`src/rtl/loader_pkg.sv`:
```
// ----------------------------------------------------------------------------
// loader_pkg
// Shared definitions for the instruction-memory boot loader.
//   HDR_BYTES  : length of the word-count header in bytes
//   WORD_BYTES : bytes per instruction word
//   CNT_W      : width of the byte-within-word counter
//   LEN_W      : width of the word count / word index
//   loader_state_e : loader FSM states
//   wordAdr()  : byte address of a word index relative to a base address
// ----------------------------------------------------------------------------
package loader_pkg;

   localparam int HDR_BYTES  = 2;
   localparam int WORD_BYTES = 4;
   localparam int CNT_W      = $clog2(WORD_BYTES);
   localparam int LEN_W      = 8 * HDR_BYTES;

   typedef enum logic [2:0] {
      IDLE,
      HDR0,
      HDR1,
      DATA,
      WRITE,
      DONE,
      ERR
   } loader_state_e;

   // Word index to byte address; the stride is the word size in bytes.
   function automatic logic [31:0] wordAdr(input logic [31:0] base,
                                           input logic [LEN_W-1:0] idx);
      return base + (32'(idx) * 32'(WORD_BYTES));
   endfunction

endpackage

```
`src/rtl/word_packer.sv`:
```
// ----------------------------------------------------------------------------
// word_packer
// Collects bytes into a little-endian word: the first byte pushed ends up in
// bits [7:0], the last in the top byte.
//   clk      : clock, rising edge
//   rst      : synchronous active-high reset
//   clr      : synchronous clear of counter and word (new load)
//   push     : byte_in is consumed this cycle
//   byte_in  : incoming byte
//   word_out : assembled word (complete the cycle after the last push)
//   full     : the current push (if any) completes the word
// ----------------------------------------------------------------------------
module word_packer
   import loader_pkg::*;
(
   input  logic                    clk,
   input  logic                    rst,
   input  logic                    clr,
   input  logic                    push,
   input  logic [7:0]              byte_in,
   output logic [8*WORD_BYTES-1:0] word_out,
   output logic                    full
);

   logic [CNT_W-1:0]        cnt_q, cnt_d;
   logic [8*WORD_BYTES-1:0] sr_q,  sr_d;

   // Bytes enter at the top and shift down, so after a full word the oldest
   // byte sits in the lowest lane. The counter wraps on its own width.
   always_comb begin
      cnt_d = cnt_q;
      sr_d  = sr_q;
      if (clr) begin
         cnt_d = '0;
         sr_d  = '0;
      end else if (push) begin
         sr_d  = {byte_in, sr_q[8*WORD_BYTES-1:8]};
         cnt_d = cnt_q + CNT_W'(1);
      end
   end

   // Counter and shift register state.
   always_ff @(posedge clk) begin
      if (rst) begin
         cnt_q <= '0;
         sr_q  <= '0;
      end else begin
         cnt_q <= cnt_d;
         sr_q  <= sr_d;
      end
   end

   assign word_out = sr_q;
   assign full     = (cnt_q == CNT_W'(WORD_BYTES - 1));

endmodule

```
`src/rtl/imem_loader.sv`:
```
// ----------------------------------------------------------------------------
// imem_loader
// Receives a byte stream (2-byte little-endian word count, then the words
// little-endian) and writes the words into instruction memory starting at
// BASE_ADR while holding the CPU. Counts above DEPTH_WORDS are rejected.
//   clk, rst   : clock and synchronous active-high reset
//   start      : one-cycle load request (honoured in IDLE, DONE, ERR)
//   s_valid    : byte stream valid
//   s_data     : byte stream data
//   s_ready    : a byte is accepted when s_valid && s_ready
//   mem_we     : one-cycle write strobe per word
//   mem_adr    : word-aligned byte address, held between writes
//   mem_wdata  : word to write, held between writes
//   cpu_hold   : keep the CPU frozen while loading
//   busy       : load in progress
//   done / err : load complete / load rejected, sticky until start or rst
// ----------------------------------------------------------------------------
module imem_loader
   import loader_pkg::*;
#(
   parameter int          DEPTH_WORDS = 1024,
   parameter logic [31:0] BASE_ADR    = 32'h0000_0000
)(
   input  logic        clk,
   input  logic        rst,
   input  logic        start,
   input  logic        s_valid,
   input  logic [7:0]  s_data,
   output logic        s_ready,
   output logic        mem_we,
   output logic [31:0] mem_adr,
   output logic [31:0] mem_wdata,
   output logic        cpu_hold,
   output logic        busy,
   output logic        done,
   output logic        err
);

   loader_state_e     state_q, state_d;
   logic [LEN_W-1:0]  n_q, n_d;
   logic [LEN_W-1:0]  idx_q, idx_d;
   logic [31:0]       adr_q, adr_d;
   logic [31:0]       wdataHold_q, wdataHold_d;

   logic              accept;
   logic              packerClr;
   logic              packerPush;
   logic              packerFull;
   logic [31:0]       packerWord;
   logic [LEN_W-1:0]  nFull;
   logic [LEN_W-1:0]  idxNext;

   word_packer u_packer (
      .clk      (clk),
      .rst      (rst),
      .clr      (packerClr),
      .push     (packerPush),
      .byte_in  (s_data),
      .word_out (packerWord),
      .full     (packerFull)
   );

   assign accept     = s_valid && s_ready;
   assign nFull      = {s_data, n_q[7:0]};
   assign idxNext    = idx_q + LEN_W'(1);
   assign packerPush = accept && (state_q == DATA);

   // Output decode from the current state. The write data is shown live from
   // the packer during WRITE and from the hold register otherwise, so the bus
   // only changes in WRITE.
   always_comb begin
      s_ready   = 1'b0;
      busy      = 1'b0;
      done      = 1'b0;
      err       = 1'b0;
      mem_we    = 1'b0;
      mem_wdata = wdataHold_q;
      unique case (state_q)
         HDR0, HDR1, DATA: begin
            s_ready = 1'b1;
            busy    = 1'b1;
         end
         WRITE: begin
            busy      = 1'b1;
            mem_we    = 1'b1;
            mem_wdata = packerWord;
         end
         DONE:    done = 1'b1;
         ERR:     err  = 1'b1;
         default: ;
      endcase
   end

   assign cpu_hold = busy;
   assign mem_adr  = adr_q;

   // Next-state logic. The address is registered on the cycle the last byte
   // of a word arrives so it is already valid when WRITE begins. The count
   // check is done on the complete header value, so N==0 finishes at once.
   always_comb begin
      state_d     = state_q;
      n_d         = n_q;
      idx_d       = idx_q;
      adr_d       = adr_q;
      wdataHold_d = wdataHold_q;
      packerClr   = 1'b0;
      unique case (state_q)
         IDLE, DONE, ERR: begin
            if (start) begin
               state_d   = HDR0;
               n_d       = '0;
               idx_d     = '0;
               packerClr = 1'b1;
            end
         end
         HDR0: begin
            if (accept) begin
               n_d     = {n_q[LEN_W-1:8], s_data};
               state_d = HDR1;
            end
         end
         HDR1: begin
            if (accept) begin
               n_d = nFull;
               if (nFull == '0) begin
                  state_d = DONE;
               end else if (32'(nFull) > $unsigned(DEPTH_WORDS)) begin
                  state_d = ERR;
               end else begin
                  state_d = DATA;
               end
            end
         end
         DATA: begin
            if (accept && packerFull) begin
               state_d = WRITE;
               adr_d   = wordAdr(BASE_ADR, idx_q);
            end
         end
         WRITE: begin
            wdataHold_d = packerWord;
            idx_d       = idxNext;
            state_d     = (idxNext == n_q) ? DONE : DATA;
         end
         default: state_d = IDLE;
      endcase
   end

   // State and datapath registers; reset returns everything to the idle view.
   always_ff @(posedge clk) begin
      if (rst) begin
         state_q     <= IDLE;
         n_q         <= '0;
         idx_q       <= '0;
         adr_q       <= BASE_ADR;
         wdataHold_q <= '0;
      end else begin
         state_q     <= state_d;
         n_q         <= n_d;
         idx_q       <= idx_d;
         adr_q       <= adr_d;
         wdataHold_q <= wdataHold_d;
      end
   end

endmodule
```
`config.mk`:
```
export PLATFORM = sky130hd
export DESIGN_NAME = imem_loader
export DESIGN_NICKNAME = d
export VERILOG_FILES = /design/src/rtl/loader_pkg.sv /design/src/rtl/word_packer.sv /design/src/rtl/imem_loader.sv
export SDC_FILE = /design/constraint.sdc
export NUM_CORES = 1
export LEC_CHECK = 0
export CORE_ASPECT_RATIO = 0.9
export CORE_MARGIN = 8
export CORE_UTILIZATION = 35
export CTS_CLUSTER_SIZE = 10
export DETAILED_ROUTE_END_ITERATION = 10
export SETUP_SLACK_MARGIN = 0.2
export SKIP_CTS_REPAIR_TIMING = 1
export SYNTH_ARGS = -nofsm -noshare
export SYNTH_HDL_FRONTEND = slang
export SYNTH_HIERARCHICAL = 1
export SYNTH_SLANG_ARGS = --single-unit
```
`constraint.sdc`:
```
create_clock -name clk -period 2.15 [get_ports clk]
set_clock_uncertainty 0.05 [all_clocks]
set_input_delay 0.215 -clock clk [delete_from_list [all_inputs] [get_ports clk]]
set_output_delay 0.215 -clock clk [all_outputs]
set_load 0.01 [all_outputs]
```
==> results of run 1 <==
-- cell usage in the layout (no fill, tap or decap), types with 7 or more instances in the layout --
cell,instances
sky130_fd_sc_hd__nand2_1,149
sky130_fd_sc_hd__dfxtp_1,107
sky130_fd_sc_hd__a21oi_1,88
sky130_fd_sc_hd__buf_4,59
sky130_fd_sc_hd__nor2_1,54
sky130_fd_sc_hd__dlymetal6s2s_1,35
sky130_fd_sc_hd__mux2i_1,34
sky130_fd_sc_hd__clkdlybuf4s50_1,28
sky130_fd_sc_hd__nand3_1,20
sky130_fd_sc_hd__o21ai_0,19
sky130_fd_sc_hd__clkbuf_16,18
sky130_fd_sc_hd__conb_1,16
sky130_fd_sc_hd__xnor2_1,15
sky130_fd_sc_hd__o211ai_1,10
sky130_fd_sc_hd__nand4_1,10
sky130_fd_sc_hd__xor2_1,10
sky130_fd_sc_hd__nor3_1,7
-- critical path, delay by kind of cell --
family / cells / cell delay [ns]
simple gates: 3 / 1.33
compound gates: 2 / 0.45
buf+inv: 1 / 0.43
-- power by group through the flow --
stage / clock [uW] / sequential [uW] / combinational (uW)
6_report: 2570 / 2300 / 1310
5_1_grt: 2720 / 2310 / 1410
3_3_place_gp: 0 / 2330 / 1190
3_5_place_dp: 0 / 2330 / 1210
2_1_floorplan: 0 / 2300 / 855
4_1_cts: 2620 / 2280 / 1220
-- routing by layer --
metal	track usage [%]	vias up	routed length (um)
met3	2.71	21	776
met2	22.5	156	6780
met5	0	-	0
li1	-	2480	-
met1	20.6	2394	7280
met4	6.46	0	268
-- registers in the layout, indices dropped and copies added (netlist names) --
register,count
n_q,16
idx_q,16
u_packer/word_out,32
wdataHold_q,32
state_q,3
u_packer/cnt_q,2
mem_adr,16
-- kinds of logic after synthesis --
kind of cell / Yosys count / share of synthesized area [%]
compound gates: 139 / 14.3
xor+xnor: 25 / 4.07
fa+ha+maj: 2 / 0.465
buf+inv: 71 / 7.53
flops: 117 / 43.5
mux: 34 / 6.32
other cells: 1 / 0.0697
simple gates: 285 / 23.8
-- layout make-up --
class / instances / share of cell area, %
clock buffer: 19 / 5.90
clock inverter: 12 / 1.47
inverter: 8 / 0.478
multi-input combinational: 501 / 38.8
sequential: 117 / 32.2
tap: 202 / 3.45
timing repair buffer: 131 / 17.7
-- worst paths after layout --
path	from	to	slack (ns)	cells after the start
worst max-delay path	s_data[7]	state_q[1]	-0.03	6
worst min-delay path	rst	n_q[1]	0.27	3
worst max register to register	idx_q[8]	state_q[1]	-0.03	6
worst min register to register	mem_adr[15]	mem_adr[15]	0.40	2
-- stage by stage --
stage	cells	utilization, %	setup slack, ns	TNS [ns]	total power (uW)
6_report	990	48.2	-0.0294	-0.0294	6180
5_1_grt	990	48.2	-0.115	-0.198	6440
4_1_cts	985	46.4	-0.348	-9.67	6120
3_5_place_dp	954	42.8	-0.447	-0.772	3540
3_3_place_gp	954	42.8	-0.386	-0.475	3520
2_1_floorplan	689	-	0.0598	0	3160
==> impl.org, run 1 <==
** Logic synthesis
- Largest cells by area after synthesis :: sky130_fd_sc_hd__dfxtp_1 (44%), sky130_fd_sc_hd__nand2_1 (10%), sky130_fd_sc_hd__a21oi_1 (8.5%)
- Yosys warns :: 6
- A synthesized cell averages 7.99 um2.
- The netlist uses 51 different library cells.
- Number of enable flip-flop cells after synthesis :: 0
- Synthesis produced a netlist whose cell count is 674.
- For this run, the leading register cell type out of synthesis is sky130_fd_sc_hd__dfxtp_1.
- Fraction of the yosys area taken by sequential cells :: 43.5%
- In the synthesized netlist, the cells that appear most often are sky130_fd_sc_hd__nand2_1 (150), sky130_fd_sc_hd__dfxtp_1 (117), sky130_fd_sc_hd__a21oi_1 (91), sky130_fd_sc_hd__nor2_1 (56), sky130_fd_sc_hd__mux2i_1 (34).
- The synthesized netlist occupies a cell area of 0.00538 mm2.
- Area leader, netlist :: sky130_fd_sc_hd__dfxtp_1
- Number of flip-flops and latches in the synthesized netlist :: 117
- For this run, asynchronously set or reset flops after synthesis account for 0%.
- In this run the biggest area consumer among cell types represents 43.5% of the synthesized area.
- Most numerous cell in the Yosys netlist :: sky130_fd_sc_hd__nand2_1

** STA
- Setup repair after global routing could not meet its margin everywhere.
- Worst-margin pin slew :: 0.524 ns
- Final worst hold slack :: 0.274 ns
- Headroom to the max-slew limit came out at 65.1%.
- Final Hold Violating Endpoints :: 0
- Counting I/O delays and the setup requirement, the final critical path takes 2.18 ns.
- Final Worst Setup Slack :: -0.0294 ns
- Share of the clock period used by the worst path :: 101%
- For this run, the top clock speed supported by timing is 0.459 GHz.
- The max-slew violation count was 0.
- Setup violations remaining at the end of the flow were counted as 1.

** Die
- Initial Util :: 35.4%
- The die covers 0.0196 mm2.
- The floorplan has 43 rows.
- Placeable core region :: 0.0152 mm2
- Overall die height :: 134 um
- Number of ports placed on the die boundary :: 82
- Measured along the x axis, the die boundary spans 147 um.

** Place
- HPWL reported at the end of detailed placement :: 10.7 mm
- Once placement finished, the instance area stood at 0.00652 mm2.
- Input and output buffers added on the ports amount to 65.
- Global placement routability congestion :: 0.926

** Finish
- Area of all placed cells without fillers :: 0.00734 mm2
- The multi-input combinational cells in the finished layout cover a total of 0.00285 mm2.
- Fill cells in the final layout number 1410.
- Area delta synth->final :: 36.3%
- Net count of the finished layout :: 790
- The sequential cells in the finished layout cover a total of 0.00236 mm2.
- Share of layout cells above drive strength 1 :: 17.3%
- Inserted Diodes :: 0

** CTS
- Clock-pin slew was measured on the worst setup and hold paths at 0.06 ns.
- H-Tree Depth :: 4
- TritonCTS Sinks :: 117
- At the later pin of the worst-skew pair, clock insertion delay measures 0.41 ns.
- In this run the deepest clock path goes through 2 buffers.
- TritonCTS built the clock tree.
- TritonCTS created 17 clock buffers.
- Clock root buffer :: sky130_fd_sc_hd__clkbuf_16

** Setup path
- The critical path goes through clkdlybuf4s50_1 -> or4_4 -> or3_1 -> a221o_1 -> or4_1 -> o211a_1.
- At the worst endpoint, the required time is 2.39 ns.
- The worst setup path is captured at a register.
- For this run, the slowest stage of the critical path takes 0.58 ns.
- Maximum net fanout on the critical path :: 3
- Setup CP Type :: primary input to register
- The worst setup path is launched from a primary input.
- Critical-path top delay cell :: sky130_fd_sc_hd__or4_4
- Crit path DAT :: 2.42 ns

** Drt
- For this run, the detailed router's first-pass iteration total came to 5.
- For this block, the via count after detailed routing is 5051.
- Detailed Route Iter0 Violations :: 463
- For this block, the routed nets add up to 15.1 mm of wire.
- Dividing the detail-routed wire length by the instance count gives 15.3 um.
- In the routed design, unresolved DRC markers number 0.
- Detail-routed via count per cell :: 5.10
- The detail route stage leaves a number of antenna-violating nets equal to 0.

** Power
- Worst IR drop on VDD :: 0.478 mV
- Switching share of power :: 29.8%
- For this design the total switching power over the nets is 1840 uW.
- Per report_power, the combinational group accounts for 21.1% of the total.
- Part of the total power dissipated in sequential elements :: 37.3%
- Leakage :: 0.00345 uW
- Cell Pwr Density :: 843 mW/mm2
- Clock Power Share :: 41.6%
- Pint :: 4340 uW

** Flow run
- Max-cap violations in this run came to 0.

** Global routing
- Summed over all layers, the global routing overflow is 0.
- Wire length of the first global-routing pass :: 24.2 mm
- Entering global routing, the biggest net connects 35 pins.
- Total Routing Usage GR :: 15.0%
- The number of antenna violations at the first check in global routing was 0.
- The number of global-route vias before repair came to 4762.

** Min path
- The path class of the tightest hold or removal check is primary input to register.

** Run status
- The flow ran to the end, but the final reports show violations.
- The checks that failed: negative setup slack.
No activity file was read; power rests on OpenSTA's default activity.
==> inputs of run 2 (changes only) <==
- CORE_MARGIN: 8 -> 1
==> impl.org, run 2 (synthesis results as in run 1) <==
** CTS
- TritonCTS built the clock tree.
- Counting every sink on the clock net gives 117.
- In this run the number of H-tree levels came out at 4.
- The longest clock path from root to sink contains 2 buffers.
- Clock network latency to the later pin of the worst-skew pair :: 0.42 ns
- Total clock buffers created by CTS :: 17
- After clock tree synthesis, the clock-pin slew on the worst setup and hold paths is 0.05 ns.
- Clock tree synthesis selected as its root buffer the cell sky130_fd_sc_hd__clkbuf_16.

** Finish
- Inserted Diodes :: 0
- The multi-input combinational cells in the finished layout cover a total of 0.00288 mm2.
- In the final layout, the share of cells above drive strength 1 is 19.3%.
- Most common cell after layout, fill and taps aside :: sky130_fd_sc_hd__nand2_1
- Net count of the finished layout :: 796
- Registers take 0.00236 mm2.
- Area delta synth->final :: 38.5%
- Area of all placed cells without fillers :: 0.00746 mm2
- Top library cells by usage in the layout, fill and taps aside :: sky130_fd_sc_hd__nand2_1 (143), sky130_fd_sc_hd__dfxtp_1 (108), sky130_fd_sc_hd__a21oi_1 (88), sky130_fd_sc_hd__buf_4 (59), sky130_fd_sc_hd__nor2_1 (55)
- Counting the fill cells in the layout gives 1370.
- Measured on the finished design, the core utilization comes to 50.1%.

** Min path
- In this run the worst hold path is classified as primary input to register.
- Worst hold start :: rst
- Worst hold path stage count :: 2
- For hold timing, the worst endpoint is wdataHold_q[10].

** Setup path
- The endpoint identified for the worst register-to-register timing path is state_q[1].
- Walking the worst path, the cells encountered are clkdlybuf4s50_1 -> or4_4 -> or3_4 -> a221o_1 -> or4_1 -> o211a_1.
- The startpoint identified for the worst register-to-register timing path is idx_q[0].
- Reg2reg setup slack :: -0.03 ns
- In this design, the largest share of critical-path delay is due to simple AND/OR/NAND/NOR gates.
- Critical path startpoint category :: primary input
- Together, buffers and inverters on the worst path number 1.
- Data required, critical path :: 2.41 ns
- Maximum net fanout on the critical path :: 3
- Worst R2R Path Depth :: 8
- The worst setup path is of the primary input to register kind.
- The largest single stage delay on the critical path is 0.58 ns.
- Kind of capture point of the worst setup path :: register
- At the worst endpoint, the arrival time is 2.47 ns.
- On the critical path, the stage with the largest delay is an instance of sky130_fd_sc_hd__or4_4.

** Drt
- DRC :: 0
- The final route contains 4996 vias.
- Routed WL :: 15.0 mm
- Detailed Route Iter0 Violations :: 395
- Number of nets with antenna violations after detailed routing :: 0
- In the routed layout, each cell is associated on average with a via count of 5.04.
- In the final routed layout, each cell accounts on average for 15.1 um.
- Total iterations of the first detailed-routing run :: 5

** STA
- Setup slack on the critical path of the routed design comes to -0.0692 ns.
- Summed over all failing endpoints, the final setup total negative slack is -0.0908 ns.
- Setup repair after global routing missed its margin :: true
- Share of the clock period used by the worst path :: 103%
- Pins over their slew limit :: 0
- The count of final hold-check violations is 0.
- Worst-margin pin slew :: 0.567 ns
- Rel. slew slack :: 61.9%
- Post-layout minimum cycle time :: 2.22 ns
- Setup violations remaining at the end of the flow were counted as 2.
- FMAX :: 0.451 GHz

** Global routing
- The first global-routing pass estimated 23.2 mm of wire.
- Across every metal layer, demand over resource in global routing totals 18.7%.
- Maximum number of pins on one net before global-route repair :: 64
- The number of antenna violations at the first check in global routing is 0.
- Summed over all layers, the global routing overflow is 0.
- The number of global-route vias before repair is 4620.

** Die
- The floorplan has 42 rows.
- For this configuration, the core starts out at a cell density of 36.2%.
- The die is 133 um wide.
- Placeable core region :: 0.0149 mm2
- Number of ports placed on the die boundary :: 82
- Die Area :: 0.0159 mm2
- Overall die height :: 120 um

** Run status
- The flow ran to the end, but the final reports show violations.
- Failing checks :: negative setup slack

** Place
- Detailed placement finished with a half-perimeter wire length of 10.2 mm.
- Placed standard-cell area :: 0.00653 mm2
- Routability-driven placement finished with a final weighted congestion of 0.911.
- The count of buffers added on input and output ports is 65.

** Power
- The completed layout was analyzed and its total power is 6290 uW.
- In this run the static leakage power is 0.00345 uW.
- VDD sags by at most 0.591 mV.
- Cell Pwr Density :: 844 mW/mm2

** Flow run
- Max-cap violations in this run came to 0.
[run 2: changes by cell type in the layout (fill, tap and decap cells not counted), sizes merged]
cell           previous run  this run
buf                      66        74
clkbuf                   21        27
dlymetal6s2s             35        32
clkdlybuf4s50            28        26
clkinv                    7         5
clkinvlp                  3         2
inv                       9         8
[run 2: metrics by stage]
| stage | instances | worst slack, ns | hold WS [ns] |
|---|---|---|---|
| after floorplan | 689 | 0.0598 | 0.309 |
| after global placement | 951 | -0.380 | 0.392 |
| after detailed placement | 951 | -0.403 | 0.397 |
| after CTS | 981 | -0.305 | 0.178 |
| after global routing | 991 | -0.122 | 0.209 |
| final | 991 | -0.0692 | 0.189 |
[run 2: worst max-delay path by stage]
stage          depth (start not counted)       endpoint        from
6_report                               6     state_q[1]   s_data[5]
5_1_grt                                8     state_q[2]    idx_q[0]
4_1_cts                                6  mem_wdata[28]  state_q[1]
3_5_place_dp                           7     state_q[1]   s_data[3]
3_3_place_gp                           7     state_q[1]   s_data[3]
2_1_floorplan                          7     state_q[1]    idx_q[0]
[run 2: layer usage]
| layer | GRT usage [%] | part of all wire, % | wire, um |
|---|---|---|---|
| met1 | 26.6 | 51 | 7600 |
| met2 | 27.1 | 43 | 6490 |
| met3 | 4.18 | 4.2 | 631 |
| met4 | 7.83 | 1.8 | 269 |
| met5 | 0 | 0 | 0 |
[run 2: report_power, final]
group	total [uW]	switching, uW	internal, uW
sequential	2310	70.3	2240
clock	2620	965	1660
combinational	1360	803	558
[run 2: area by class of cell]
cell class,count,area share (%)
clock inverters,8,1.04
flip-flops and latches,117,31.7
well taps,198,3.32
repair buffers,137,18.4
clock buffers,22,6.36
inverters,8,0.570
multi-input cells,501,38.6
